==> config.mk <==
export PLATFORM = sky130hd
export DESIGN_NAME = seq_pattern_tx
export DESIGN_NICKNAME = d
export VERILOG_FILES = /design/src/rtl/seq_pkg.sv /design/src/rtl/seq_ref_model.sv /design/src/rtl/seq_pattern_tx.sv
export SDC_FILE = /design/constraint.sdc
export NUM_CORES = 1
export LEC_CHECK = 0
export BUFFER_PORTS_ARGS = -buffer_cell sky130_fd_sc_hd__buf_2
export CAP_MARGIN = 5
export CORE_MARGIN = 10
export CORE_UTILIZATION = 55
export CTS_CLUSTER_SIZE = 40
export DETAILED_ROUTE_END_ITERATION = 6
export HOLD_SLACK_MARGIN = 0.02
export PLACE_DENSITY = 0.75
export SYNTH_ARGS = -nofsm -noshare
export SYNTH_HDL_FRONTEND = slang
export SYNTH_SLANG_ARGS = --single-unit
==> constraint.sdc <==
create_clock -name clk -period 4.24 [get_ports clk]
set_input_delay 0.848 -clock clk [delete_from_list [all_inputs] [get_ports clk]]
set_output_delay 0.848 -clock clk [all_outputs]
set_load 0.02 [all_outputs]
==> src/rtl/seq_pkg.sv <==
// Shared definitions for the serial pattern transmitter and its golden detect model.
package seq_pkg;

  typedef enum logic [1:0] {
    S_IDLE  = 2'b00,
    S_SHIFT = 2'b01,
    S_GAP   = 2'b10
  } state_t;

  localparam int                 DET_LEN  = 3;
  localparam logic [DET_LEN-1:0] DET_PAT  = 3'b011;
  localparam logic [DET_LEN-1:0] HIST_RST = 3'b111;

endpackage

==> src/rtl/seq_ref_model.sv <==
// History shift register plus compare; flags every (overlapping) occurrence of DET
// in the last DET_W serial values, oldest bit in the MSB.
module seq_ref_model
  import seq_pkg::*;
#(
  parameter int               DET_W = DET_LEN,
  parameter logic [DET_W-1:0] DET   = DET_PAT,
  parameter logic [DET_W-1:0] RST   = HIST_RST
) (
  input  logic clk,
  input  logic rst_n,
  input  logic bit_in,
  output logic match
);

  logic [DET_W-1:0] hist_q;

  // NOTE: sequential state is always written with non-blocking assignments so every
  // register samples the pre-edge value of its neighbours.
  always_ff @(posedge clk or negedge rst_n) begin
    if (!rst_n) hist_q <= RST;
    else        hist_q <= {hist_q[DET_W-2:0], bit_in};
  end

  assign match = (hist_q == DET);

endmodule

==> src/rtl/seq_pattern_tx.sv <==
// Serial pattern generator: shifts a loaded pattern out MSB-first with repeats and
// idle gaps, plus a golden "011" detect flag aligned with a Moore detector.
module seq_pattern_tx
  import seq_pkg::*;
#(
  parameter  int   PAT_W    = 8,
  parameter  int   REP_W    = 4,
  parameter  int   GAP      = 2,
  parameter  logic IDLE_BIT = 1'b1,
  localparam int   LEN_W    = $clog2(PAT_W + 1)
) (
  input  logic             clk,
  input  logic             rst_n,
  input  logic             start,
  input  logic             abort,
  input  logic [PAT_W-1:0] pat_in,
  input  logic [LEN_W-1:0] len_in,
  input  logic [REP_W-1:0] rep_in,
  output logic             ready,
  output logic             busy,
  output logic             x_out,
  output logic             x_valid,
  output logic             done,
  output logic             exp_det
);

  localparam int               GAP_W   = (GAP > 1) ? $clog2(GAP) : 1;
  localparam logic [LEN_W-1:0] LEN_MAX = LEN_W'(PAT_W);

  state_t           state_q, state_d;
  logic [PAT_W-1:0] pat_q, pat_d;    // captured pattern, first bit aligned to the MSB
  logic [PAT_W-1:0] sh_q, sh_d;      // working copy, shifted left as bits go out
  logic [LEN_W-1:0] len_q, len_d;
  logic [LEN_W-1:0] bitcnt_q, bitcnt_d;
  logic [REP_W-1:0] rep_q, rep_d;
  logic [GAP_W-1:0] gapcnt_q, gapcnt_d;
  logic             x_d, valid_d, done_d;

  logic [LEN_W-1:0] len_clamp;
  logic [PAT_W-1:0] pat_align;
  logic             last_bit;
  logic             reload;

  always_comb begin
    // NOTE: every combinational output gets a default first, so no path can infer a latch.
    state_d  = state_q;
    pat_d    = pat_q;
    sh_d     = sh_q;
    len_d    = len_q;
    bitcnt_d = bitcnt_q;
    rep_d    = rep_q;
    gapcnt_d = gapcnt_q;
    x_d      = IDLE_BIT;
    valid_d  = 1'b0;
    done_d   = 1'b0;
    reload   = 1'b0;

    len_clamp = (len_in > LEN_MAX) ? LEN_MAX : len_in;
    pat_align = pat_in << (LEN_MAX - len_clamp);
    last_bit  = (bitcnt_q == len_q - LEN_W'(1));

    case (state_q)
      S_IDLE: begin
        if (start && len_clamp != '0) begin
          state_d  = S_SHIFT;
          pat_d    = pat_align;
          len_d    = len_clamp;
          rep_d    = rep_in;
          bitcnt_d = '0;
          x_d      = pat_align[PAT_W-1];
          sh_d     = pat_align << 1;
          valid_d  = 1'b1;
          done_d   = (len_clamp == LEN_W'(1)) && (rep_in == '0);
        end
      end
      S_SHIFT: begin
        if (abort) begin
          state_d = S_IDLE;
        end else if (!last_bit) begin
          bitcnt_d = bitcnt_q + LEN_W'(1);
          x_d      = sh_q[PAT_W-1];
          sh_d     = sh_q << 1;
          valid_d  = 1'b1;
          done_d   = (bitcnt_d == len_q - LEN_W'(1)) && (rep_q == '0);
        end else if (rep_q == '0) begin
          state_d = S_IDLE;
        end else begin
          rep_d = rep_q - REP_W'(1);
          if (GAP > 0) begin
            state_d  = S_GAP;
            gapcnt_d = '0;
          end else begin
            reload = 1'b1;
          end
        end
      end
      S_GAP: begin
        if (abort)                              state_d  = S_IDLE;
        else if (gapcnt_q == GAP_W'(GAP - 1))   reload   = 1'b1;
        else                                    gapcnt_d = gapcnt_q + GAP_W'(1);
      end
      default: state_d = S_IDLE;
    endcase

    // Start of a repeat pass from the captured pattern.
    if (reload) begin
      state_d  = S_SHIFT;
      bitcnt_d = '0;
      x_d      = pat_q[PAT_W-1];
      sh_d     = pat_q << 1;
      valid_d  = 1'b1;
      done_d   = (len_q == LEN_W'(1)) && (rep_d == '0);
    end
  end

  always_ff @(posedge clk or negedge rst_n) begin
    if (!rst_n) begin
      state_q  <= S_IDLE;
      pat_q    <= '0;
      sh_q     <= '0;
      len_q    <= '0;
      bitcnt_q <= '0;
      rep_q    <= '0;
      gapcnt_q <= '0;
      x_out    <= IDLE_BIT;
      x_valid  <= 1'b0;
      done     <= 1'b0;
    end else begin
      state_q  <= state_d;
      pat_q    <= pat_d;
      sh_q     <= sh_d;
      len_q    <= len_d;
      bitcnt_q <= bitcnt_d;
      rep_q    <= rep_d;
      gapcnt_q <= gapcnt_d;
      x_out    <= x_d;
      x_valid  <= valid_d;
      done     <= done_d;
    end
  end

  assign ready = (state_q == S_IDLE);
  assign busy  = (state_q == S_SHIFT) || (state_q == S_GAP);

  seq_ref_model u_ref (
    .clk    (clk),
    .rst_n  (rst_n),
    .bit_in (x_out),
    .match  (exp_det)
  );

endmodule

==> impl_summary.md, run 1 <==
Run status
The flow ran to the end, and the final reports show no timing, DRC or antenna violations.

Worst setup path
In this run the worst path has a maximum fanout of 8. STA classifies the critical path endpoint as a register. Setup slack on the worst reg-to-reg path comes out at 1640 ps. Measured in cells, the most critical reg-to-reg path has a length of 7.

The required arrival time at the worst endpoint is 4420 ps. The critical path crosses 11 cells after its start point. For the worst setup path, the data arrival time is 3340 ps. Counting both buffers and inverters, the worst setup path holds a total of 3.

On the worst path, the slowest cell contributes a delay of 410 ps. The kind of critical path is input port to register. The type of origin of the critical path is an input port. The kind of cell adding the most delay to the critical path is simple AND/OR/NAND/NOR gates.

Walking the worst path, the cells encountered are buf_2 -> nor2b_1 -> buf_4 -> inv_2 -> ha_1 -> or3b_1 -> nand2_1 -> mux2_1 -> a32oi_1 -> o311ai_1 -> o41ai_2. The cell type of the slowest stage on the worst timing path is sky130_fd_sc_hd__or3b_1.

Floorplan
The number of placed I/O pins is 26. The total die area is 0.00738 mm². The die outline width is around 86 µm.

The core region is 0.00409 mm². The standard-cell row count is 23. Measured along the y axis, the die boundary spans 85.9 µm. Once the floorplan was initialized, standard cells occupied 58.4% of the core.

CTS
The total CTS buffers is 5. The tree is rooted in a sky130_fd_sc_hd__clkbuf_8. The number of buffers inserted by hold repair at cts is 0. The maximum buffer depth of the clock tree is 2.

The H-tree was split into 2 levels. After clock tree synthesis, the clock-pin slew on the worst setup and hold paths is 70 ps. The setup fix buffers added after clock tree synthesis is 0. At the later pin of the worst-skew pair, clock insertion delay measures 290 ps. The number of clock sinks is 36. Gates resized during post-CTS repair numbered 0. TritonCTS built the clock tree.

Pwr
The reported leakage power is 1.17 nW. Internal power comes to ~0.001 W. Power spread over the standard cell area amounts to 710 mW/mm². The design draws ~0.0019 W. The share of total power dissipated in combinational logic is 53.0%. The worst-case IR drop observed on VDD is 0.305 mV. Of the total power, the share spent switching nets is between 40 and 50%.

The clock share of power is 13.9%. The share of total power in sequential cells is between 30% and 40%. The power dissipated by switching net loads is 0.000835 W.

Timing
The upper clock frequency limit is 317 MHz. The slew at the pin closest to its max-slew limit is 778 ps. Setup repair after global routing left no endpoint under its margin. The final hold violation count was 0.

Counting I/O delays and the setup requirement, the final critical path takes between 3000 and 4000 ps. The period utilization is between 70 and 80%. The final-report max-slew violation count came to 0.

The worst slew margin relative to its limit is 48.1%. Across the routed clock network, the largest skew measured is 7.83 ps. The smallest hold slack is between 300 and 400 ps.

Setup violations remaining at the end of the flow were counted as 0. The sum of negative setup slack is 0 ps.

GRT
The wire length of the first global-routing pass is around 9.5 mm. The number of antenna violations at the first check in global routing is 0. Global routing finished with a remaining overflow of 0.

The total routing resource utilization after global routing is 15.6%. Entering global routing, the biggest net connects 37 pins. The via count of the first global-routing pass was around 2000.

Yosys
After technology mapping, the gate count stands at 255. The post-synthesis share of cell area spent on full adders, half adders and majority gates is between 5 and 6%. After Yosys synthesis, and, or, nand and nor cells account for roughly a fifth of the synthesized area. The cell area that synthesis handed to floorplanning was 0.00239 mm². During synthesis, Yosys emitted a total of 0 warnings. The number of flops mapped to enable cells by yosys is 0. The share of flip-flops with an asynchronous set or reset is between 90% and 100%.

The synthesized-area fraction occupied by xor and xnor cells is 5.35%. The main combinational cell family by area after synthesis is simple AND/OR/NAND/NOR gates. The post-synthesis net count is 285. A synthesized cell averages 9.36 µm².

The top cell type by area accounts for roughly 34% of the synthesized area. After synthesis, the netlist uses 60 different library cells. The total of flip-flops plus latches after synthesis is 36. The flip-flop cell with the highest count after synthesis is sky130_fd_sc_hd__dfrtp_1.

The largest total area in the synthesized netlist belongs to sky130_fd_sc_hd__dfrtp_1. The mux share of post-synthesis cell area is under 10%. The sequential cell area fraction in the yosys report is 37.9%. Ranked by total cell area, the synthesized netlist is headed by sky130_fd_sc_hd__dfrtp_1 (34%), sky130_fd_sc_hd__ha_1 (5.2%), sky130_fd_sc_hd__nand2_1 (5.0%). The synthesized netlist devotes 18.0% of its cell area to compound gates.

Final layout
The net count of the finished layout is 307. The footprint of the flip-flops and latches is a little over 900 µm². The area growth from synthesis to layout is 9.91%. Counting the fill cells in the layout gives roughly 360.

In the layout the commonest cells are sky130_fd_sc_hd__nand2_1 (32), sky130_fd_sc_hd__dfrtp_1 (32), sky130_fd_sc_hd__buf_2 (25). Of the cells placed in the final design, the portion with a size suffix greater than 1 is 20.9%. The final antenna diode count is 0. The multi-input combinational cells in the finished layout cover a total of around 0.0014 mm². The utilization after layout is 64.2%.

Place
The final estimated routing congestion in global placement is between 0.9 and 1. The number of port buffers is 25. The final HPWL from detailed placement is approximately 4 mm.

Detailed routing
In the final routed layout, each cell accounts on average for 16.8 µm. The detailed-route via count is 1953. The number of iterations in the first detailed-routing pass is 4. The number of nets still failing antenna checks after routing is 0.

The detailed router finished its first iteration with 103 violations. In the routed layout, each cell is associated on average with a via count of 5.95. For this run, design rule violations remaining after detail routing come to 0. The total detailed-routing wirelength is 5.52 mm.

Min path
Counting instances, the worst hold path has a depth of 0. The type of the worst min-delay path is register to register.

Flow run
The max-cap violation count is 0.
[power by group through the flow]
| stage | logic [W] | clock network, W | registers, W |
|---|---|---|---|
| 6_report | 0.000987 | 0.000260 | 0.000617 |
| 2_1_floorplan | 0.000788 | 0 | 0.000606 |
| 4_1_cts | 0.000990 | 0.000266 | 0.000616 |
| 3_5_place_dp | 0.000979 | 0 | 0.000622 |
| 3_3_place_gp | 0.000952 | 0 | 0.000618 |
| 5_1_grt | 0.00111 | 0.000277 | 0.000642 |
[final timing paths]
path | start | endpoint
worst max-delay path | len_in[0] | done
worst min-delay path | u_ref.hist_q[1] | u_ref.hist_q[2]
worst max register to register | state_q[0] | sh_q[6]
worst min register to register | u_ref.hist_q[1] | u_ref.hist_q[2]
max in group asynchronous | rst_n | len_q[1]
min in group asynchronous | rst_n | bitcnt_q[0]
[stage by stage]
| step | area [µm²] | setup WS, ps | instances |
|---|---|---|---|
| 6_report | 2620 | 1080 | 328 |
| 5_1_grt | 2620 | 939 | 328 |
| 4_1_cts | 2620 | 1100 | 328 |
| 3_5_place_dp | 2530 | 816 | 320 |
| 3_3_place_gp | 2530 | 934 | 320 |
| 2_1_floorplan | 2390 | 1200 | 255 |
[flip-flops by register name (all words and copies together), names as in the netlist]
signal        flops
pat_q             8
sh_q              7
bitcnt_q          4
len_q             4
rep_q             4
u_ref.hist_q      3
state_q           2
done              1
gapcnt_q          1
x_out             1
x_valid           1
[cells in the mapped netlist, drive strengths merged (3+ instances only)]
cell,instances
nor3,6
nand2b,3
xnor2,7
dfstp,4
a21oi,11
mux2,9
nor2b,3
mux2i,9
o21a,3
nor4,3
and3,6
ha,10
nand3,7
dfrtp,32
nand2,32
o31ai,6
nor2,16
inv,12
buf,6
o21ai,17
nand4,3
clkbuf,5
xor2,5
or3,4
o41ai,4
[final cells by class]
class | count | area share (%)
clock buffers | 6 | 3.15
well taps | 50 | 2.38
multi-input cells | 195 | 52.3
flip-flops and latches | 36 | 34.5
clock inverters | 2 | 0.572
inverters | 12 | 1.72
repair buffers | 27 | 5.34
[metal layers]
metal | routed length [µm] | track usage, %
met1 | 2370 | 19.3
met2 | 2750 | 25.4
met3 | 331 | 4.64
met4 | 70 | 4.64
met5 | 0 | 0
[logic make-up (layout without fill, tap and decap cells)]
kind of cell / Yosys count / after routing
mux: 20 / 20
compound gates: 62 / 62
simple gates: 91 / 91
buf+inv: 24 / 47
xor+xnor: 12 / 12
flops: 36 / 36
fa+ha+maj: 10 / 10
Note: power is estimated with default switching activity, not from simulation.
==> run 2, diff against run 1 <==
--- a/config.mk
+++ b/config.mk
@@ -5,14 +5,15 @@
 export SDC_FILE = /design/constraint.sdc
 export NUM_CORES = 1
 export LEC_CHECK = 0
+export ABC_AREA = 1
 export BUFFER_PORTS_ARGS = -buffer_cell sky130_fd_sc_hd__buf_2
 export CAP_MARGIN = 5
 export CORE_MARGIN = 10
-export CORE_UTILIZATION = 55
+export CORE_UTILIZATION = 53
 export CTS_CLUSTER_SIZE = 40
 export DETAILED_ROUTE_END_ITERATION = 6
 export HOLD_SLACK_MARGIN = 0.02
-export PLACE_DENSITY = 0.75
+export PLACE_DENSITY = 0.76
 export SYNTH_ARGS = -nofsm -noshare
 export SYNTH_HDL_FRONTEND = slang
 export SYNTH_SLANG_ARGS = --single-unit
==> constraint.sdc (replaced) <==
create_clock -name clk -period 2.7 [get_ports clk]
set_input_delay 0.54 -clock clk [delete_from_list [all_inputs] [get_ports clk]]
set_output_delay 0.54 -clock clk [all_outputs]
set_load 0.02 [all_outputs]
==> impl_summary.md, run 2 <==
Yosys
The sequential cell area fraction in the yosys report is 36.6% (-1.3 points). In the post-synthesis netlist, the cell with the most instances is sky130_fd_sc_hd__nand2_1. By area the synthesized netlist is led by sky130_fd_sc_hd__dfrtp_1 (32%), sky130_fd_sc_hd__nand2_1 (16%), sky130_fd_sc_hd__nand3_1 (6.9%). The share of flip-flops with an asynchronous set or reset came to 100% (unchanged).

The library cell occupying the most area in the post-synthesis netlist is sky130_fd_sc_hd__dfrtp_1. The post-synth design cell area came to 0.00247 mm² (+3.7%). The average cell area after synthesis was 7.13 µm² (-24%). The flip-flop cell with the highest count after synthesis is sky130_fd_sc_hd__dfrtp_1.

The post-synthesis net count is 377 (+32%). The number of flops mapped to enable cells by yosys is 0 (unchanged). The count of different cell masters after synthesis is 33 (-45%). The gate count of the mapped netlist came to 347 (+36%). The total of flip-flops plus latches after synthesis was 36 (unchanged). The top cell type's share of synthesized area is 32.4% (-1.2 points). The total of warnings raised by yosys came to 0 (unchanged).

By count the netlist is led by sky130_fd_sc_hd__nand2_1 (108), sky130_fd_sc_hd__inv_1 (37), sky130_fd_sc_hd__nand3_1 (34), sky130_fd_sc_hd__dfrtp_1 (32), sky130_fd_sc_hd__nor2_1 (26).

Worst setup path
The peak fanout along the critical path came to 11 (+3). The endpoint class of the critical path is a register. STA classifies the critical path startpoint as an input port. The required arrival time at the worst endpoint is 2920 ps (-1500 ps).

The worst path arrival time is 2480 ps (-860 ps). By startpoint and endpoint, the worst setup path is classified as input port to register.

Detailed routing
The via density per instance was 5.36 (-10%). The detailed-route via count is 2305 (+18%). The number of nets still failing antenna checks after routing is 0 (unchanged).

The total routed wire length on the met1 layer is 2.61 mm (+10%). The initial detailed-routing violation count is 143 (+39%). The met3 wirelength from detailed routing is 296 µm (-11%). The total detailed-routing wirelength was 5.75 mm (+4.1%). The detailed-route wire length per cell came to 13.4 µm (-21%).

The met2 layer wire length in the routed design came to 2.78 mm (+1.1%). The total DRC errors in the routed layout is 0 (unchanged). After detailed routing, no signal wire sits above met4. The number of iterations in the first detailed-routing pass was 7 (+3).

Floorplan
The total die area is 0.00780 mm² (+5.8%). The starting density of the core is 55.7% (-2.7 points). The standard-cell row count came to 24 (+4.3%).

The number of placed I/O pins is 26 (unchanged). The die outline width is 88.3 µm (+2.9%). The core box area was 0.00444 mm² (+8.8%). The chip height came to 88.3 µm (+2.9%).

Final layout
Leaving out fill and tap cells, the most frequent cell in the layout is sky130_fd_sc_hd__nand2_1. The area occupied by multi-input gates is 0.00137 mm² (about the same). The footprint of the flip-flops and latches was 906 µm² (unchanged). The final antenna diode count came to 0 (unchanged). The post-route cell area was 0.00276 mm² (+5.2%). From synthesis to final layout, the design area changed by 11.5%.

The net total in the final layout came to 407 (+33%). The number of flip-flops under the largest register name is 8 (unchanged). The register ranked first by flip-flop count is pat_q. The fraction of final layout cells sized beyond drive strength 1 is 19.0% (-1.8 points).

The top cell types in the final layout, fill and taps aside, are sky130_fd_sc_hd__nand2_1 (108), sky130_fd_sc_hd__inv_1 (37), sky130_fd_sc_hd__nand3_1 (34). The fill cell instance count of the final layout is 416 (+16%). The largest registers in the layout are pat_q: 8 flops, sh_q: 7 flops.

CTS
The number of H-tree branching levels was 2 (unchanged). The maximum buffer depth of the clock tree came to 2 (unchanged). The number of clock sinks is 36 (unchanged). TritonCTS built the clock tree.

The clock-pin slew on the worst setup and hold paths is 80 ps (about the same). The total CTS buffers is 5 (unchanged). The number of buffers inserted by hold repair at cts came to 0 (unchanged).

The setup fix buffers added after clock tree synthesis is 0 (unchanged). The clock insertion delay at the later pin of the skew report is 290 ps (about the same). The number of gates resized after CTS is 0 (unchanged). The library cell used as clock root buffer is sky130_fd_sc_hd__clkbuf_8.

Timing
The sum of negative setup slack was 0 ps (unchanged). The worst slew margin relative to its limit is 45.3% (-2.8 points). The final hold violation count is 0 (unchanged).

In the finished design, the share of the clock period the worst path needs comes to 83.7%. The final-report max-slew violation count is 0 (unchanged). Setup repair after global routing left no endpoint under its margin.

The upper clock frequency limit is between 400 and 500 MHz. The slew at the pin closest to its max-slew limit is 820 ps (+41.9 ps). The minimum period implied by the final worst setup slack is 2260 ps. The clock skew after layout is 6.22 ps (-1.62 ps). The setup-violating endpoint count in the final report was 0 (unchanged).

Pwr
The reported leakage power is 1.41 nW (+21%). The clock share of power is 13.3% (-0.6 points). The part of the total power dissipated in combinational logic was 56.8% (+3.8 points).

The fraction of power spent switching nets is 48.8% (+4.0 points). The worst supply voltage drop on vdd is 0.526 mV (+72%). The power dissipated by switching net loads is 0.00152 W (+82%). The share of total power in sequential cells was 29.9% (-3.2 points). The cell area power density is 1130 mW/mm² (+59%). The cell-internal power came to 0.00160 W (+55%).

GRT
The number of antenna violations at the first check in global routing was 0 (unchanged). The total routing resource utilization after global routing came to 14.8% (-0.75 points). The via count of the first global-routing pass is 2051 (+3.1%). The maximum number of pins on one net before global-route repair was 37 (unchanged). The global route total overflow is 0 (unchanged). The wire length of the first global-routing pass is 9.38 mm (-1.6%).

Place
The number of port buffers is 25 (unchanged). The final HPWL from detailed placement is 4.49 mm (+9.4%). The total cell area at the placement stage is 0.00266 mm² (+5.3%).

The final estimated routing congestion in global placement is 0.866 (-5.4%).

Min path
The type of the worst min-delay path is input port to asynchronous set/reset pin.

Run status
The run finished with clean final reports.

Flow run
The max-cap violation count is 0 (unchanged).
## run 2: changes by cell type after synthesis, sizes merged, moves of 4 or more
cell	delta
and3	-6
inv	+29
mux2	-9
mux2i	-9
nand2	+82
nand3	+30
nand4	+5
nor2	+17
o21ai	+11
o31ai	-6
o41ai	-4
or3	-4
xnor2	-5
## run 2: path summary, 6_finish.rpt
check	from	end	slack [ps]	cells past startpoint
setup / recovery	len_in[0]	bitcnt_q[0]	440	13
hold / removal	rst_n	len_q[0]	340	1
setup reg to reg	len_q[0]	bitcnt_q[2]	510	14
hold reg to reg	u_ref.hist_q[1]	u_ref.hist_q[2]	360	0
max in group asynchronous	rst_n	state_q[1]	1840	1
min in group clk	u_ref.hist_q[1]	u_ref.hist_q[2]	360	0
## run 2: logic make-up (layout without fill, tap and decap cells)
| family | after synthesis | in the layout | synth area share [%] |
|---|---|---|---|
| compound gates | 51 | 51 | 12.7 |
| xor+xnor | 5 | 5 | 1.77 |
| fa+ha+maj | 10 | 10 | 5.06 |
| buf+inv | 48 | 79 | 7.89 |
| flops | 36 | 36 | 36.6 |
| simple gates | 197 | 197 | 35.9 |
## run 2: routing by layer
layer / global-route usage, % / vias up
met3: 2.57 / 6
met4: 4.26 / 0
met2: 25.1 / 71
li1: - / 1185
met1: 19.0 / 1043
met5: 0 / -
## run 2: final cells by class
cell class / instances / share of cell area, %
Timing Repair Buffer: 30 / 5.90
Tap cell: 52 / 2.36
Inverter: 41 / 5.58
Multi-Input combinational cell: 263 / 49.8
Clock inverter: 2 / 0.544
Sequential cell: 36 / 32.8
Clock buffer: 6 / 2.99
## run 2: critical path, stage by stage
cell                       delay (ps)
sky130_fd_sc_hd__buf_2            100
sky130_fd_sc_hd__nor2_1            90
sky130_fd_sc_hd__nand2_1           70
sky130_fd_sc_hd__nand2_1           70
sky130_fd_sc_hd__nand2_1          110
sky130_fd_sc_hd__ha_1             240
sky130_fd_sc_hd__a21boi_2         220
sky130_fd_sc_hd__nor2_1            80
sky130_fd_sc_hd__a21oi_1          220
sky130_fd_sc_hd__nand2_4          130
sky130_fd_sc_hd__inv_2            250
sky130_fd_sc_hd__nand2_1          180
sky130_fd_sc_hd__o21ai_1          170
## run 2: metrics by stage
stage               hold slack, ps  util [%]  instances  total power, W  setup WS, ps
global placement               355      59.9        422         0.00266           299
finish                         344      62.1        430         0.00312           439
CTS                            365      62.1        430         0.00313           436
detailed placement             357      59.9        422         0.00271           176
global route                   373      62.1        430         0.00339           264
floorplan                      244         -        347         0.00233           449
## run 2: power by group through the flow
stage | Clock [W] | Sequential, W | Combinational [W]
2_1_floorplan | 0 | 0.000921 | 0.00141
3_5_place_dp | 0 | 0.000940 | 0.00177
5_1_grt | 0.000441 | 0.000953 | 0.00200
3_3_place_gp | 0 | 0.000932 | 0.00172
4_1_cts | 0.000417 | 0.000931 | 0.00178
6_report | 0.000414 | 0.000932 | 0.00177
